==> src/rtl/dice_disp_pkg.sv <==
// dice_disp_pkg: shared state encoding, perf counter width and launch volume helper
package dice_disp_pkg;

    typedef enum logic [1:0] {IDLE, RUN, WAIT_CTA, DONE} disp_state_e;

    localparam int PERF_CNT_W = 32;

    // Extents are "minus one" encoded, so each dimension contributes ext+1
    function automatic logic [47:0] volume3(input logic [15:0] ex, input logic [15:0] ey,
                                            input logic [15:0] ez);
        logic [47:0] a, b, c;
        a = 48'(ex) + 48'd1;
        b = 48'(ey) + 48'd1;
        c = 48'(ez) + 48'd1;
        return a * b * c;
    endfunction

endpackage

==> src/rtl/dice_coord3_counter.sv <==
// dice_coord3_counter: 3D x-fastest coordinate walker over inclusive extents,
// wrapping x into y and y into z; at_last flags the final coordinate.
module dice_coord3_counter
    import dice_disp_pkg::*;
#(
    parameter int W = 8
) (
    input  logic         clk,
    input  logic         rst,
    input  logic         clear,
    input  logic         inc,
    input  logic [W-1:0] ext_x,
    input  logic [W-1:0] ext_y,
    input  logic [W-1:0] ext_z,
    output logic [W-1:0] x,
    output logic [W-1:0] y,
    output logic [W-1:0] z,
    output logic         at_last
);

    logic [W-1:0] x_q, y_q, z_q, x_d, y_d, z_d;
    logic         x_w, y_w, z_w;

    assign x_w = x_q == ext_x;
    assign y_w = y_q == ext_y;
    assign z_w = z_q == ext_z;

    always_comb begin
        x_d = x_q;
        y_d = y_q;
        z_d = z_q;
        if (clear) begin
            x_d = '0;
            y_d = '0;
            z_d = '0;
        end else if (inc) begin
            x_d = x_w ? '0 : x_q + 1'b1;
            y_d = !x_w ? y_q : y_w ? '0 : y_q + 1'b1;
            z_d = !(x_w && y_w) ? z_q : z_w ? '0 : z_q + 1'b1;
        end
    end

    always_ff @(posedge clk) begin
        if (rst) begin
            x_q <= '0;
            y_q <= '0;
            z_q <= '0;
        end else begin
            x_q <= x_d;
            y_q <= y_d;
            z_q <= z_d;
        end
    end

    assign x       = x_q;
    assign y       = y_q;
    assign z       = z_q;
    assign at_last = x_w && y_w && z_w;

endmodule

==> src/rtl/dice_cta_tid_dispatcher.sv <==
// dice_cta_tid_dispatcher: walks every thread of every CTA of a launch, one beat per accept,
// pausing between CTAs for cta_retire. Define DICE_DISP_PERF_EN for stall/wait counters.
module dice_cta_tid_dispatcher
    import dice_disp_pkg::*;
#(
    parameter int NUM_TID   = 512,
    parameter int TID_WIDTH = $clog2(NUM_TID),
    parameter int CTA_WIDTH = 16
) (
    input  logic                  clk,
    input  logic                  rst,
    input  logic                  start,
    input  logic                  abort,
    input  logic [TID_WIDTH-1:0]  ntid_x,
    input  logic [TID_WIDTH-1:0]  ntid_y,
    input  logic [TID_WIDTH-1:0]  ntid_z,
    input  logic [CTA_WIDTH-1:0]  nctaid_x,
    input  logic [CTA_WIDTH-1:0]  nctaid_y,
    input  logic [CTA_WIDTH-1:0]  nctaid_z,
    input  logic                  cta_retire,
    output logic                  out_valid,
    input  logic                  out_ready,
    output logic [TID_WIDTH-1:0]  out_tid,
    output logic [TID_WIDTH-1:0]  out_tid_x,
    output logic [TID_WIDTH-1:0]  out_tid_y,
    output logic [TID_WIDTH-1:0]  out_tid_z,
    output logic [CTA_WIDTH-1:0]  out_ctaid_x,
    output logic [CTA_WIDTH-1:0]  out_ctaid_y,
    output logic [CTA_WIDTH-1:0]  out_ctaid_z,
    output logic                  out_last_in_cta,
    output logic                  out_last,
    output logic                  busy,
    output logic                  done,
    output logic                  cfg_err,
    output logic [PERF_CNT_W-1:0] stall_cycles,
    output logic [PERF_CNT_W-1:0] wait_cycles
);

    localparam int PW = 3 * (TID_WIDTH + 1);

    disp_state_e          state_q, state_d;
    logic                 cfg_err_q, cfg_err_d;
    logic [TID_WIDTH-1:0] tid_q, tid_d;
    logic [TID_WIDTH-1:0] ntx_q, nty_q, ntz_q, ntx_d, nty_d, ntz_d;
    logic [CTA_WIDTH-1:0] ncx_q, ncy_q, ncz_q, ncx_d, ncy_d, ncz_d;
    logic                 latch, t_inc, c_inc, clr, t_last, c_last, too_big;
    logic [PW-1:0]        vol;

    assign vol     = PW'(volume3(16'(ntid_x), 16'(ntid_y), 16'(ntid_z)));
    assign too_big = vol > PW'(NUM_TID);

    always_comb begin
        state_d   = state_q;
        cfg_err_d = cfg_err_q;
        tid_d     = tid_q;
        latch     = 1'b0;
        t_inc     = 1'b0;
        c_inc     = 1'b0;
        clr       = 1'b0;
        if (abort) begin
            state_d   = IDLE;
            cfg_err_d = 1'b0;
            tid_d     = '0;
            clr       = 1'b1;
        end else begin
            unique case (state_q)
                IDLE, DONE: if (start) begin
                    latch     = 1'b1;
                    clr       = 1'b1;
                    tid_d     = '0;
                    cfg_err_d = too_big;
                    state_d   = too_big ? DONE : RUN;
                end
                RUN: if (out_ready) begin
                    t_inc   = 1'b1;
                    tid_d   = t_last ? '0 : tid_q + 1'b1;
                    state_d = t_last ? WAIT_CTA : RUN;
                end
                WAIT_CTA: if (cta_retire) begin
                    c_inc   = !c_last;
                    state_d = c_last ? DONE : RUN;
                end
            endcase
        end
        {ntx_d, nty_d, ntz_d} = latch ? {ntid_x, ntid_y, ntid_z} : {ntx_q, nty_q, ntz_q};
        {ncx_d, ncy_d, ncz_d} = latch ? {nctaid_x, nctaid_y, nctaid_z} : {ncx_q, ncy_q, ncz_q};
    end

    always_ff @(posedge clk) begin
        if (rst) begin
            state_q   <= IDLE;
            cfg_err_q <= 1'b0;
            tid_q     <= '0;
            {ntx_q, nty_q, ntz_q} <= '0;
            {ncx_q, ncy_q, ncz_q} <= '0;
        end else begin
            state_q   <= state_d;
            cfg_err_q <= cfg_err_d;
            tid_q     <= tid_d;
            {ntx_q, nty_q, ntz_q} <= {ntx_d, nty_d, ntz_d};
            {ncx_q, ncy_q, ncz_q} <= {ncx_d, ncy_d, ncz_d};
        end
    end

    // Thread walker wraps to (0,0,0) on its final inc, so it needs no clear between CTAs
    dice_coord3_counter #(.W(TID_WIDTH)) u_tid (
        .clk(clk), .rst(rst), .clear(clr), .inc(t_inc),
        .ext_x(ntx_q), .ext_y(nty_q), .ext_z(ntz_q),
        .x(out_tid_x), .y(out_tid_y), .z(out_tid_z), .at_last(t_last)
    );

    dice_coord3_counter #(.W(CTA_WIDTH)) u_cta (
        .clk(clk), .rst(rst), .clear(clr), .inc(c_inc),
        .ext_x(ncx_q), .ext_y(ncy_q), .ext_z(ncz_q),
        .x(out_ctaid_x), .y(out_ctaid_y), .z(out_ctaid_z), .at_last(c_last)
    );

    assign out_valid       = state_q == RUN;
    assign out_last_in_cta = out_valid && t_last;
    assign out_last        = out_last_in_cta && c_last;
    assign out_tid         = tid_q;
    assign busy            = state_q == RUN || state_q == WAIT_CTA;
    assign done            = state_q == DONE;
    assign cfg_err         = cfg_err_q;

`ifdef DICE_DISP_PERF_EN
    logic [PERF_CNT_W-1:0] stall_q, stall_d, wait_q, wait_d;

    always_comb begin
        stall_d = latch ? '0 : (out_valid && !out_ready && ~&stall_q) ? stall_q + 1'b1 : stall_q;
        wait_d  = latch ? '0 : (state_q == WAIT_CTA && ~&wait_q) ? wait_q + 1'b1 : wait_q;
    end

    always_ff @(posedge clk) begin
        if (rst) begin
            stall_q <= '0;
            wait_q  <= '0;
        end else begin
            stall_q <= stall_d;
            wait_q  <= wait_d;
        end
    end

    assign stall_cycles = stall_q;
    assign wait_cycles  = wait_q;
`else
    assign stall_cycles = '0;
    assign wait_cycles  = '0;
`endif

endmodule

==> config.mk <==
export PLATFORM = sky130hd
export DESIGN_NAME = dice_cta_tid_dispatcher
export DESIGN_NICKNAME = d
export VERILOG_FILES = /design/src/rtl/dice_disp_pkg.sv /design/src/rtl/dice_coord3_counter.sv /design/src/rtl/dice_cta_tid_dispatcher.sv
export SDC_FILE = /design/constraint.sdc
export NUM_CORES = 1
export LEC_CHECK = 0
export ABC_AREA = 1
export BUFFER_PORTS_ARGS = -buffer_cell sky130_fd_sc_hd__buf_2
export CAP_MARGIN = 40
export CORE_MARGIN = 3
export CORE_UTILIZATION = 40
export DETAILED_ROUTE_END_ITERATION = 8
export SYNTH_ARGS = -nofsm -noshare
export SYNTH_HDL_FRONTEND = slang
export SYNTH_SLANG_ARGS = --single-unit
==> constraint.sdc <==
create_clock -name clk -period 11.43 [get_ports clk]
set_input_delay 1.143 -clock clk [delete_from_list [all_inputs] [get_ports clk]]
set_output_delay 1.143 -clock clk [all_outputs]
set_load 0.005 [all_outputs]
======== After elaboration in Yosys (flattened, before gate mapping) ========
Cells that the tools add are included.
word-level totals
  flip-flop bits (word level) ............. 162
  bits of input ports ..................... 81
  output and inout port bits .............. 154
  word-level logic and storage cells ...... 87
operators by class
  add/sub/neg operators ................... 10
  multiply operators ...................... 2
  order comparisons ....................... 1
  equal/unequal tests ..................... 12
  mux-type cells .......................... 27
  reductions and logical operators ........ 20
operator list
  cell                                                                               number
  9-bit two-way mux                                                                  6
  16-bit by 1-bit adder with 16-bit output, second input constant                    3
  16-bit == test                                                                     3
  16-bit two-way mux                                                                 3
  9-bit by 1-bit adder with 9-bit output, second input constant                      4
  9-bit by 1-bit adder with 10-bit output, second input constant                     3
  30-bit by 10-bit greater-than comparator with 1-bit output, second input constant  1
  20-bit by 10-bit multiplier with 30-bit output                                     1
  9-bit == test                                                                      3
  10-bit by 10-bit multiplier with 20-bit output                                     1
  9-bit one-hot mux with 2 select lines                                              1
  2-bit two-way mux                                                                  6
  1-bit two-way mux                                                                  10
  2-bit AND reduction                                                                5
  1-bit logical AND                                                                  6
  2-bit one-hot mux with 3 select lines                                              1
  3-bit AND reduction                                                                2
  2-bit OR reduction                                                                 3
  2-bit == test, second input constant                                               2
  2-bit != test, second input constant                                               2
  2-bit by 1-bit == test with 1-bit output, second input constant                    1
  2-bit logical NOT                                                                  1
  2-bit by 1-bit != test with 1-bit output, second input constant                    1
  2-bit nonzero test                                                                 1
  other kinds (2)                                                                    2

======== Depth between registers and ports, before layout ========
Gate-level depths: netlist (run 1).
  depth in word-level cells ............... 8
  depth in mapped cells ................... 56
  mapped depth without buffers ............ 55

======== Hierarchy ========
A second synthesis (run 1) with hierarchy kept.
unflattened totals
  cells, all modules ...................... 2831
  area, all modules ....................... 19550.0 um2
modules (own cells, without submodules)
  module                        times used  cells each  area an instance (um2)  seq. area each (um2)
  dice_cta_tid_dispatcher       1           1986        14227.4                 1741.7
  dice_coord3_counter at u_cta  1           526         3363.2                  960.9
  dice_coord3_counter at u_tid  1           319         1959.4                  540.5

======== Worst setup path after synthesis (run 1) ========
Ideal clock, no wire load.
  kind .................................... input to register
  start ................................... in ntid_x[0]
  end ..................................... reg cfg_err_q, in the netlist cfg_err
  setup time .............................. 0.116 ns
  arrival time ............................ 10.510 ns
  data required time ...................... 11.314 ns
  path slack .............................. 0.803 ns
  stages .................................. 52
  buffers on the path ..................... 1
  cell sequence ........................... buf_2 > inv_1 > nor3_1 > nand4_1 > o21ai_0 > nand2_1 > inv_1 > nand2_1 > fa_1 > inv_1 > fa_1 > inv_1 > fa_1 > inv_1 > fa_1 > inv_1 > fa_1 > inv_1 > [16 not listed] > inv_1 > fa_1 > inv_1 > ha_1 > nand2_1 > nor2_1 > inv_1 > nor2_1 > and2_1 > nand2_1 > nand3_1 > nand2_1 > nor2_1 > nand2_1 > nor2_1 > nand3_1 > o211ai_1 > inv_1
on the way
  cells in the longest elaborated chain, start to end .. 4
ends and longest elaborated chain
  item                                                        line                           source
  start, declared                                             dice_cta_tid_dispatcher.sv:14  input logic [TID_WIDTH-1:0] ntid_x,
  9-bit by 1-bit adder with 10-bit output                     dice_disp_pkg.sv:12            a = 48'(ex) + 48'd1;
  10-bit by 10-bit multiplier with 20-bit output              dice_disp_pkg.sv:15            return a * b * c;
  20-bit by 10-bit multiplier with 30-bit output              dice_disp_pkg.sv:15
  30-bit by 10-bit greater-than comparator with 1-bit output  dice_cta_tid_dispatcher.sv:50  assign too_big = vol > PW'(NUM_TID);
  end signal, assigned                                        dice_cta_tid_dispatcher.sv:98  cfg_err_q <= cfg_err_d;
  end, declared                                               dice_cta_tid_dispatcher.sv:42  logic cfg_err_q, cfg_err_d;
No other way between the ends.
A chain may end at the register's enable or synchronous reset.

======== Worst setup path in the final report (run 1) ========
  start ................................... in ntid_y[0]
  end ..................................... reg cfg_err_q, in the netlist cfg_err
on the way
  cells in the longest elaborated chain, start to end .. 4
ends and longest elaborated chain
  item                                                        line                           source
  start, declared                                             dice_cta_tid_dispatcher.sv:15  input logic [TID_WIDTH-1:0] ntid_y,
  9-bit by 1-bit adder with 10-bit output                     dice_disp_pkg.sv:13            b = 48'(ey) + 48'd1;
  10-bit by 10-bit multiplier with 20-bit output              dice_disp_pkg.sv:15
  20-bit by 10-bit multiplier with 30-bit output              dice_disp_pkg.sv:15
  30-bit by 10-bit greater-than comparator with 1-bit output  dice_cta_tid_dispatcher.sv:50
No other way between the ends.

==> results.sh, run 1 <==
export IMPL_antenna_violating_nets_post_route=0
export IMPL_final_max_slew_violation_count=0
export IMPL_die_w_um=225.3
export IMPL_drt_first_iter_violations=1108
export IMPL_finalCritPeriodShare=0.9454
export IMPL_fp_row_count=79
export IMPL_netlist_area_mm2=0.01924
export IMPL_routabilityCongestion=0.9214
export IMPL_placement_io_buffers=170
export IMPL_chipHeight_um=225.3
export IMPL_drt_pass1_iter_count=5
export IMPL_area_growth_syn_to_layout_pct=11.63
export IMPL_routed_wirelength_mm=52.40
export IMPL_final_core_utilization=0.4564
export IMPL_cts_root_buf="clkbuf_16"
export IMPL_register_area_share_after_synthesis=0.1686
export IMPL_multi_input_area_mm2=0.01383
export IMPL_timing_critical_path_fanout_max=6
export IMPL_cts_max_level=4
export IMPL_timing_final_crit_period_ps=10810
export IMPL_timing_hold_violations_final=0
export IMPL_outcome="finished, final reports clean"
export IMPL_tritoncts="yes"
export IMPL_dominant_combinational_cell_family_by_area_after_synthesis="adder cells"
export IMPL_synth_top_area_frac=0.2123
export IMPL_tns_ps=0
export IMPL_slew_headroom=0.4023
export IMPL_max_freq_mhz=92.54
export IMPL_synth_warnings=0
export IMPL_biggest_area_contributors_in_the_synthesized_netlist="fa_1 21%, dfxtp_1 17%, nand2_1 11%, inv_1 9.1%, ha_1 8.7%"
export IMPL_maximum_number_of_pins_on_one_net_before_global_route_repair=59
export IMPL_mux_contribution_to_synthesized_area=0.0005204
export IMPL_yosys_area_top_type="fa_1"
export IMPL_critical_path_max_stage_delay_ps=560
export IMPL_worst_setup_path_type="in -> reg"
export IMPL_fillers=4820
export IMPL_worst_slew_pin_tran_ps=894.5
export IMPL_synth_seq_cells=162
export IMPL_timing_critical_path_to_type="flop"
export IMPL_first_global_vias=16938
export IMPL_numClockSinks=162
export IMPL_hold_ws_ps=507.4
export IMPL_place_hpwl_mm=43.87
export IMPL_layout_area_seq_mm2=0.003243
export IMPL_drv_max_cap_violation_count=0
export IMPL_clock_buffer_count_from_cts=17
export IMPL_skew_ps=8.270
export IMPL_design_die_area_mm2=0.05076
export IMPL_setup_violations_final=0
export IMPL_antenna_found_initial=0
export IMPL_critical_path_top_cell_by_count="fa_1"
export IMPL_critical_path_startpoint_type="input pin"
export IMPL_routed_wire_length_per_instance_um=14.91
export IMPL_critical_path_arrival_ps=11140
export IMPL_global_route_usage_total=0.2089
export IMPL_floorplan_initialDensity=0.4088
export IMPL_number_of_distinct_library_cells_after_synthesis=58
export IMPL_kind_of_cell_with_the_highest_combined_delay_on_the_critical_path="adder cells"
export IMPL_cp_slowest_cell="fa_1"
export IMPL_vias_per_cell=4.917
export IMPL_hold_class="reg -> reg"
export IMPL_worst_setup_hold_path_clk_slew_ps=70
export IMPL_detailed_route_drc_error_count=0
export IMPL_critPathBufInv=10
export IMPL_drive_gt1_frac=0.1208
export IMPL_pin_count=235
export IMPL_synth_avg_cell_area_um2=7.093
export IMPL_xor_xnor_fraction_of_synth_area=0.05314
export IMPL_grt_pass1_wl_mm=86.72
export IMPL_compound_gate_portion_of_the_synthesized_area=0.06765
export IMPL_grt_overflow=0
export IMPL_core_region_area_mm2=0.04705
export IMPL_worstSkewPairLatency_ps=450
export IMPL_finalNonFillerCells=3514
export IMPL_critical_path_required_ps=11770
export IMPL_number_of_nets_in_the_layout=3311
export IMPL_post_synth_fa_ha_maj_area_fraction=0.2988
export IMPL_route_vias_total=17278
export IMPL_synth_cells=2712
export IMPL_cts_hold_buffers_added=0
export IMPL_synthSimpleGateAreaFrac=0.2799
export IMPL_place_detailed_instances=3479
export IMPL_clockBufferDepth=2
[synthesized netlist by cell type (all sizes together)]
| library cell | n |
|---|---|
| o22ai | 1 |
| inv | 476 |
| or2 | 35 |
| and2 | 5 |
| buf | 80 |
| xor2 | 67 |
| o221ai | 1 |
| nor2 | 407 |
| fa | 204 |
| nand2 | 567 |
| a41oi | 1 |
| a211oi | 3 |
| nor2b | 1 |
| o211ai | 1 |
| nor4 | 6 |
| a21oi | 116 |
| nand4 | 50 |
| o21ai | 115 |
| and3 | 2 |
| nand3b | 2 |
| o211a | 1 |
| mux2i | 1 |
| clkbuf | 40 |
| conb | 1 |
| a31oi | 2 |
| nor3 | 56 |
| o31ai | 3 |
| o21bai | 2 |
| o21a | 1 |
| ha | 133 |
| clkinv | 1 |
| a22oi | 1 |
| and2b | 1 |
| nand3 | 106 |
| xnor2 | 48 |
| dfxtp | 162 |
| nor3b | 13 |
[cells by family (layout without fill, tap and decap cells)]
kind of cell,Yosys count,in the layout
AO/OA/AOI/OAI,248,248
XOR/XNOR,115,115
adder cells (fa/ha/maj),337,337
buffers and inverters,597,728
flip-flops,162,162
multiplexers,1,1
other,1,65
AND/OR/NAND/NOR,1251,1251
[stage by stage]
step / worst slack (ps) / area, um^2
after global placement: 183.0 / 20700
final: 623.5 / 21470
after detailed placement: 65.47 / 20720
after global routing: -17.36 / 21470
after floorplan: 803.5 / 19470
after CTS: 476.6 / 21340
[per-layer routing]
layer,wire length (um),global-route usage,part of all wire
met5,0,0,0
met1,24340,0.2941,0.46
met3,3309,0.03673,0.063
met2,23990,0.3375,0.46
met4,762,0.04510,0.015
[cell type report]
class,count,area share
repair buffers,219,0.05722
well taps,607,0.03537
clock buffers,19,0.02109
multi-input cells,2016,0.6442
clock inverters,13,0.007342
diodes,1,0.0001165
flip-flops and latches,162,0.1510
inverters,477,0.08361
[worst reg2reg max path, delay by kind of cell (launching register included)]
kind	cells	cell delay (ps)
AND/OR/NAND/NOR	8	1690
flip-flops	1	460
buffers and inverters	1	180
AO/OA/AOI/OAI	1	220
XOR/XNOR	1	160
[timing repair]
action | in CTS | in global routing
gates resized for setup | 0 | 37
setup buffers | 0 | 2
endpoints found under the setup margin | 0 | 2
[final timing paths]
check / depth (start not counted) / end / startpoint / slack, ps
worst max-delay path: 51 / cfg_err / ntid_y[0] / 620
worst min-delay path: 2 / u_cta.x[15] / u_cta.x[15] / 510
worst max register to register: 11 / u_cta.x[1] / u_cta.x[3] / 8640
worst min register to register: 2 / u_cta.x[15] / u_cta.x[15] / 510
[flip-flops by register name (all words and copies together) (netlist names)]
name,cells
ntz_q,9
ncx_q,16
u_cta.z,16
ntx_q,9
u_tid.z,9
u_tid.y,9
u_cta.y,16
cfg_err,1
u_cta.x,16
nty_q,9
ncy_q,16
out_tid,9
u_tid.x,9
state_q,2
ncz_q,16
[cells in the final DEF, fill, tap and decap left out, drive strengths merged, types with 2 or more instances in the layout]
master and n:
nand2 567, inv 484, nor2 407, buf 219, fa 204, dfxtp 162
ha 133, a21oi 116, o21ai 115, nand3 106, xor2 67, conb 64
nor3 56, nand4 50, xnor2 48, or2 35, clkbuf 19, nor3b 13
nor4 6, and2 5, o31ai 3, a211oi 3, clkinv 3, a31oi 2
and3 2, o21bai 2, nand3b 2, bufinv 2
Power of run 1 is not shown: default switching activity piles up to over one toggle a cycle in this logic, so the estimate is an artifact.
==> run 2: changes to the inputs <==
--- a/config.mk
+++ b/config.mk
@@ -5,12 +5,12 @@
 export SDC_FILE = /design/constraint.sdc
 export NUM_CORES = 1
 export LEC_CHECK = 0
-export ABC_AREA = 1
 export BUFFER_PORTS_ARGS = -buffer_cell sky130_fd_sc_hd__buf_2
 export CAP_MARGIN = 40
 export CORE_MARGIN = 3
-export CORE_UTILIZATION = 40
+export CORE_UTILIZATION = 55
 export DETAILED_ROUTE_END_ITERATION = 8
+export PLACE_DENSITY = 0.77
 export SYNTH_ARGS = -nofsm -noshare
 export SYNTH_HDL_FRONTEND = slang
 export SYNTH_SLANG_ARGS = --single-unit
==> run 2 against run 1 <==
Against the previous run: sequential share of layout area shrank 0.060 points; highest routed layer unchanged; via count down 7.1%; worst hold slack worse by 40 ps; routed wire length decreased by 6.4%; non-clock buffer count up 146; flip-flop and latch count unchanged; maximum frequency shrank 2.4%; critical path type unchanged; final area is 0.40% higher; utilization rose by 22 points; first-iteration DRC count is 0.99% lower; critical endpoint unchanged; register-to-register slack got worse by 90 ps.
==> results.sh, run 2 <==
export IMPL_pin_count=235
export IMPL_cp_slowest_cell="fa_1"
export IMPL_synth_top_area_frac=0.2279
export IMPL_placement_io_buffers=170
export IMPL_netlist_area_mm2=0.01792
export IMPL_slew_headroom=0.4415
export IMPL_hold_class="reg -> reg"
export IMPL_timing_critical_path_fanout_max=7
export IMPL_kind_of_cell_with_the_highest_combined_delay_on_the_critical_path="adder cells"
export IMPL_grt_most_used_layer="met2"
export IMPL_highest_count_cells_in_the_layout_ignoring_fill_and_taps="283 x nand2_1, 249 x nor2_1, 206 x inv_1"
export IMPL_outcome="finished, final reports clean"
export IMPL_synth_most_common_cell="nand2_1"
export IMPL_gr_usage_met3=0.04002
export IMPL_design_die_area_mm2=0.03478
export IMPL_worst_setup_hold_path_clk_slew_ps=60
export IMPL_antenna_cells_inserted=0
export IMPL_clock_buffer_count_from_cts=17
export IMPL_finalNonFillerCells=2921
export IMPL_cts_max_level=4
export IMPL_timing_final_crit_period_ps=11080
export IMPL_commonest_non_fill_non_tap_cell_in_the_layout="nand2_1"
export IMPL_critical_path_max_stage_delay_ps=570
export IMPL_core_region_area_mm2=0.03180
export IMPL_die_w_um=186.5
export IMPL_antenna_found_initial=0
export IMPL_vias_per_cell=5.497
export IMPL_first_global_vias=15788
export IMPL_drive_gt1_frac=0.2136
export IMPL_floorplan_initialDensity=0.5634
export IMPL_max_freq_mhz=90.27
export IMPL_critPathBufInv=10
export IMPL_route_vias_total=16056
export IMPL_synth_seq_cells=162
export IMPL_synth_async_reset_ratio=0
export IMPL_critical_path_required_ps=11720
export IMPL_synth_avg_cell_area_um2=8.287
export IMPL_routed_wirelength_mm=49.05
export IMPL_worst_slew_pin_tran_ps=835.8
export IMPL_detailed_route_drc_error_count=0
export IMPL_timing_hold_violations_final=0
export IMPL_critical_path_startpoint_type="input pin"
export IMPL_place_hpwl_mm=38.18
export IMPL_routabilityCongestion=0.9184
export IMPL_grt_overflow=0
export IMPL_drv_max_cap_violation_count=0
export IMPL_yosys_area_top_type="fa_1"
export IMPL_number_of_enable_type_register_cells_in_the_synthesized_netlist=0
export IMPL_cts_hold_buffers_added=0
export IMPL_cts_root_buf="clkbuf_16"
export IMPL_number_of_nets_in_the_layout=2892
export IMPL_synth_top_cells_by_count="291 x nand2_1, 258 x nor2_1, 213 x inv_1, 204 x fa_1, 162 x dfxtp_1"
export IMPL_fillers=2472
export IMPL_drt_pass1_iter_count=5
export IMPL_clockBufferDepth=2
export IMPL_use_met2=0.4647
export IMPL_synth_cells=2162
export IMPL_maximum_number_of_pins_on_one_net_before_global_route_repair=78
export IMPL_grt_pass1_wl_mm=77.98
export IMPL_worst_setup_path_type="in -> reg"
export IMPL_routed_wire_length_per_instance_um=16.79
export IMPL_critical_path_arrival_ps=11370
export IMPL_timing_critical_path_to_type="flop"
export IMPL_number_of_distinct_library_cells_after_synthesis=71
export IMPL_fp_row_count=65
export IMPL_grt_util_met1=0.3494
export IMPL_biggest_area_contributors_in_the_synthesized_netlist="fa_1 23%, dfxtp_1 18%, ha_1 9.3%, xor2_1 7.4%, nand2_1 6.1%"
export IMPL_synthFlopType="dfxtp_1"
export IMPL_final_max_slew_violation_count=0
export IMPL_area_growth_syn_to_layout_pct=20.34
export IMPL_place_detailed_instances=2859
export IMPL_antenna_violating_nets_post_route=0
export IMPL_critical_path_top_cell_by_count="fa_1"
export IMPL_synth_warnings=0
export IMPL_chipHeight_um=186.5
export IMPL_numClockSinks=162
export IMPL_register_area_share_after_synthesis=0.1810
export IMPL_tritoncts="yes"
export IMPL_setup_violations_final=0
export IMPL_finalCritPeriodShare=0.9692
export IMPL_skew_ps=11.21
export IMPL_global_route_usage_total=0.2671
export IMPL_drt_first_iter_violations=1097
export IMPL_worstSkewPairLatency_ps=430
## run 2: cell types whose count changed after synthesis, moves of 18 or more
cell	previous run	this run
nand3_1	100	48
nand4_1	50	30
nor2b_1	1	23
clkbuf_1	40	58
nand2b_1	0	50
nor3_1	47	21
nor2_1	402	258
inv_1	465	213
nand2_1	563	291
a21o_1	0	19
xor2_1	65	151
o21ai_0	107	22
and3_1	2	27
## run 2: logic make-up after synthesis
group	Yosys count	synth area share
and+or+nand+nor	852	0.2203
buffers and inverters	348	0.08681
adders and majority gates	337	0.3208
AOI/OAI and AO/OA	246	0.08450
xor gates and xnor gates	206	0.1007
DFF	162	0.1810
muxes	10	0.005657
other	1	0.0002093
## run 2: final timing paths
kind                                  from          end  slack [ps]  cells past startpoint
worst max-delay path             ntid_y[0]      cfg_err         350                     42
worst min-delay path              ncx_q[7]     ncx_q[7]         470                      2
worst max register to register  u_cta.x[0]  u_cta.x[13]        8550                     10
worst min register to register    ncx_q[7]     ncx_q[7]         470                      2
## run 2: layout make-up
class | instances | area, um^2 | area share
clock buffers | 19 | 452.9 | 0.02101
clock inverters | 12 | 116.4 | 0.005397
inverters | 213 | 799.5 | 0.03708
multi-input cells | 1715 | 14050 | 0.6519
flip-flops and latches | 162 | 3243 | 0.1504
well taps | 435 | 544.3 | 0.02525
repair buffers | 365 | 2350 | 0.1090
## run 2: through the flow
| stage | area [um^2] | setup TNS (ps) | hold slack, ps | util | setup WS (ps) |
|---|---|---|---|---|---|
| after global placement | 20020 | -328.5 | 453.6 | 0.6297 | -184.7 |
| after CTS | 20630 | 0 | 467.0 | 0.6488 | 4.448 |
| after global routing | 21560 | -185.9 | 489.5 | 0.6780 | -119.1 |
| final | 21560 | 0 | 467.0 | 0.6780 | 352.3 |
| after detailed placement | 20040 | -895.9 | 458.5 | 0.6302 | -476.0 |
| after floorplan | 18160 | 0 | 447.8 | - | 23.83 |
## run 2: worst reg2reg max path, cell delays in order (launching register included)
cell and delay (ps):
dfxtp_1 540, xor2_1 120, nor4_1 350, nand4_1 320, nor3_1 470, nor2_2 180
nand4_1 270, nor2_1 160, nand3_1 130, xor2_1 170, nor2_1 50
## run 2: what timing repair did
| item | 4_1_cts | 5_1_grt |
|---|---|---|
| setup endpoints to repair | 1 | 2 |
| buffers inserted | 1 | 29 |
| resized for setup | 2 | 124 |
| pin swaps | 1 | 103 |
## run 2: routing by layer
layer  part of all wire  vias to the layer above
li1                   -                     7463
met1               0.41                     7891
met2               0.50                      606
met3              0.068                       96
met4              0.024                        0
met5                  0                        -
Power of run 2 is left out for the same reason.
==> run 3: changes to the inputs <==
--- a/config.mk
+++ b/config.mk
@@ -9,8 +9,9 @@
 export CAP_MARGIN = 40
 export CORE_MARGIN = 3
 export CORE_UTILIZATION = 55
+export CTS_CLUSTER_DIAMETER = 200
 export DETAILED_ROUTE_END_ITERATION = 8
-export PLACE_DENSITY = 0.77
+export PLACE_DENSITY_LB_ADDON = 0.12
 export SYNTH_ARGS = -nofsm -noshare
 export SYNTH_HDL_FRONTEND = slang
 export SYNTH_SLANG_ARGS = --single-unit
==> run 3 against run 2 <==
Against the previous run: worst setup slack worse by 72 ps; global-route usage is 0.14 points lower; die area stayed put; critical path depth is 2 higher; final area is 0.43% lower; clock skew hardly changed; flip-flop and latch count stayed put; routed wire length is 3.5% lower; critical endpoint unchanged.
==> results.sh, run 3 (synthesized netlist as in run 2, its figures left out) <==
export IMPL_wl_met2_mm=23.67
export IMPL_floorplan_initialDensity=0.5634
export IMPL_post_route_worst_setup_slack_ps=280.1
export IMPL_global_route_usage_total=0.2656
export IMPL_first_global_vias=15518
export IMPL_cp_slowest_cell="fa_1"
export IMPL_timing_critical_path_fanout_max=9
export IMPL_hold_start="ntx_q[5]"
export IMPL_cts_max_level=4
export IMPL_worst_setup_path_type="in -> reg"
export IMPL_critical_path_arrival_ps=11430
export IMPL_finalCritPeriodShare=0.9755
export IMPL_setup_violations_final=0
export IMPL_route_vias_total=15654
export IMPL_worst_r2r_setup_slack_ps=8480
export IMPL_number_of_nets_in_the_layout=2878
export IMPL_routed_wire_length_per_instance_um=16.26
export IMPL_hold_class="reg -> reg"
export IMPL_area_growth_syn_to_layout_pct=19.82
export IMPL_tritoncts="yes"
export IMPL_highest_count_cells_in_the_layout_ignoring_fill_and_taps="287 x nand2_1, 252 x nor2_1, 206 x inv_1"
export IMPL_critical_path_top_cell_by_count="fa_1"
export IMPL_preCtsSetupSlack_ps=-526.2
export IMPL_core_region_area_mm2=0.03180
export IMPL_met3WireLength_mm=2.536
export IMPL_grt_overflow=0
export IMPL_critical_path_required_ps=11710
export IMPL_setup_worst_path_start="ntid_x[2]"
export IMPL_finalNonFillerCells=2912
export IMPL_design_die_area_mm2=0.03478
export IMPL_chipHeight_um=186.5
export IMPL_highest_signal_layer="met4"
export IMPL_worstSkewPairLatency_ps=420
export IMPL_critical_path_startpoint_type="input pin"
export IMPL_drive_gt1_frac=0.2030
export IMPL_place_hpwl_mm=37.79
export IMPL_place_detailed_instances=2860
export IMPL_numClockSinks=162
export IMPL_r2r_start="u_cta.x[0]"
export IMPL_maximum_number_of_pins_on_one_net_before_global_route_repair=78
export IMPL_timing_final_crit_period_ps=11150
export IMPL_slew_headroom=0.4278
export IMPL_critical_path_max_stage_delay_ps=520
export IMPL_detailed_route_drc_error_count=0
export IMPL_routed_wirelength_mm=47.34
export IMPL_skew_ps=11.44
export IMPL_max_freq_mhz=89.69
export IMPL_placement_io_buffers=170
export IMPL_drt_first_iter_violations=735
export IMPL_worst_slew_pin_tran_ps=856.2
export IMPL_cts_hold_buffers_added=0
export IMPL_timing_hold_worst_endpoint="ntx_q[5]"
export IMPL_antenna_found_initial=2
export IMPL_rsz0062_at_grt="yes"
export IMPL_commonest_non_fill_non_tap_cell_in_the_layout="nand2_1"
export IMPL_depth_of_the_most_critical_reg_to_reg_path=8
export IMPL_outcome="finished, final reports clean"
export IMPL_drv_max_cap_violation_count=0
export IMPL_pin_count=235
export IMPL_vias_per_cell=5.376
export IMPL_clockBufferDepth=2
export IMPL_routabilityCongestion=0.9279
export IMPL_clock_buffer_count_from_cts=17
export IMPL_timing_critical_path_to_type="flop"
export IMPL_timing_hold_violations_final=0
export IMPL_antenna_violating_nets_post_route=0
export IMPL_drt_pass1_iter_count=5
export IMPL_cts_root_buf="clkbuf_16"
export IMPL_grt_pass1_wl_mm=77.25
export IMPL_worst_setup_hold_path_clk_slew_ps=70
export IMPL_fp_row_count=65
export IMPL_wl_met1_mm=19.87
export IMPL_hold_path_depth=2
export IMPL_capture_point_of_the_worst_reg_to_reg_path="u_cta.x[9]"
export IMPL_final_max_slew_violation_count=0
export IMPL_die_w_um=186.5
run 3: cell count changes in the layout (fill, tap and decap cells not counted), moves of 4 or more:
cell / delta
diode_2: +4
bufinv_16: +5
nand2_2: -5
ha_4: -7
buf_4: -14
ha_1: +7
nand2_1: +4
run 3: cell type report:
| class | instances | area, um^2 |
|---|---|---|
| diodes | 4 | 10.01 |
| inverters | 213 | 799.5 |
| multi-input cells | 1715 | 13950 |
| well taps | 435 | 544.3 |
| fillers | 2704 | 10330 |
| repair buffers | 351 | 2243 |
| clock buffers | 18 | 439.2 |
| flip-flops and latches | 162 | 3243 |
| clock inverters | 14 | 237.7 |
run 3: what timing repair did:
| action | 4_1_cts | 5_1_grt |
|---|---|---|
| pin swaps | 1 | 79 |
| gates cloned | 0 | 0 |
| endpoints found under the setup margin | 2 | 2 |
| setup buffers | 3 | 13 |
| gates resized for setup | 1 | 106 |
run 3: worst max-delay path by stage:
stage,to,depth (start not counted),slack (ps)
after floorplan,cfg_err,43,20
after global placement,cfg_err,41,-330
after detailed placement,cfg_err,41,-530
after CTS,cfg_err,45,10
after global routing,cfg_err,47,-220
final,cfg_err,44,280
run 3: per-layer routing:
| metal | vias up | track usage |
|---|---|---|
| met4 | 0 | 0.08055 |
| met3 | 83 | 0.02893 |
| li1 | 7440 | - |
| met5 | - | 0 |
| met1 | 7653 | 0.3545 |
| met2 | 478 | 0.4578 |
run 3: metrics by stage:
stage	cell area (um^2)	hold WS, ps	utilization	setup TNS (ps)
3_3_place_gp	20040	453.8	0.6301	-617.7
6_report	21470	468.2	0.6751	0
5_1_grt	21460	489.3	0.6749	-399.5
3_5_place_dp	20050	459.6	0.6304	-1006
4_1_cts	20750	468.4	0.6526	0
2_1_floorplan	18160	447.8	-	0
run 3: worst max-delay path, delay by kind of cell:
family | cells | cell delay, ps
simple gates | 9 | 1560
fa+ha+maj | 12 | 5420
buf+inv | 10 | 850
xor+xnor | 2 | 400
compound gates | 11 | 2080
Power of run 3 is left out for the same reason.
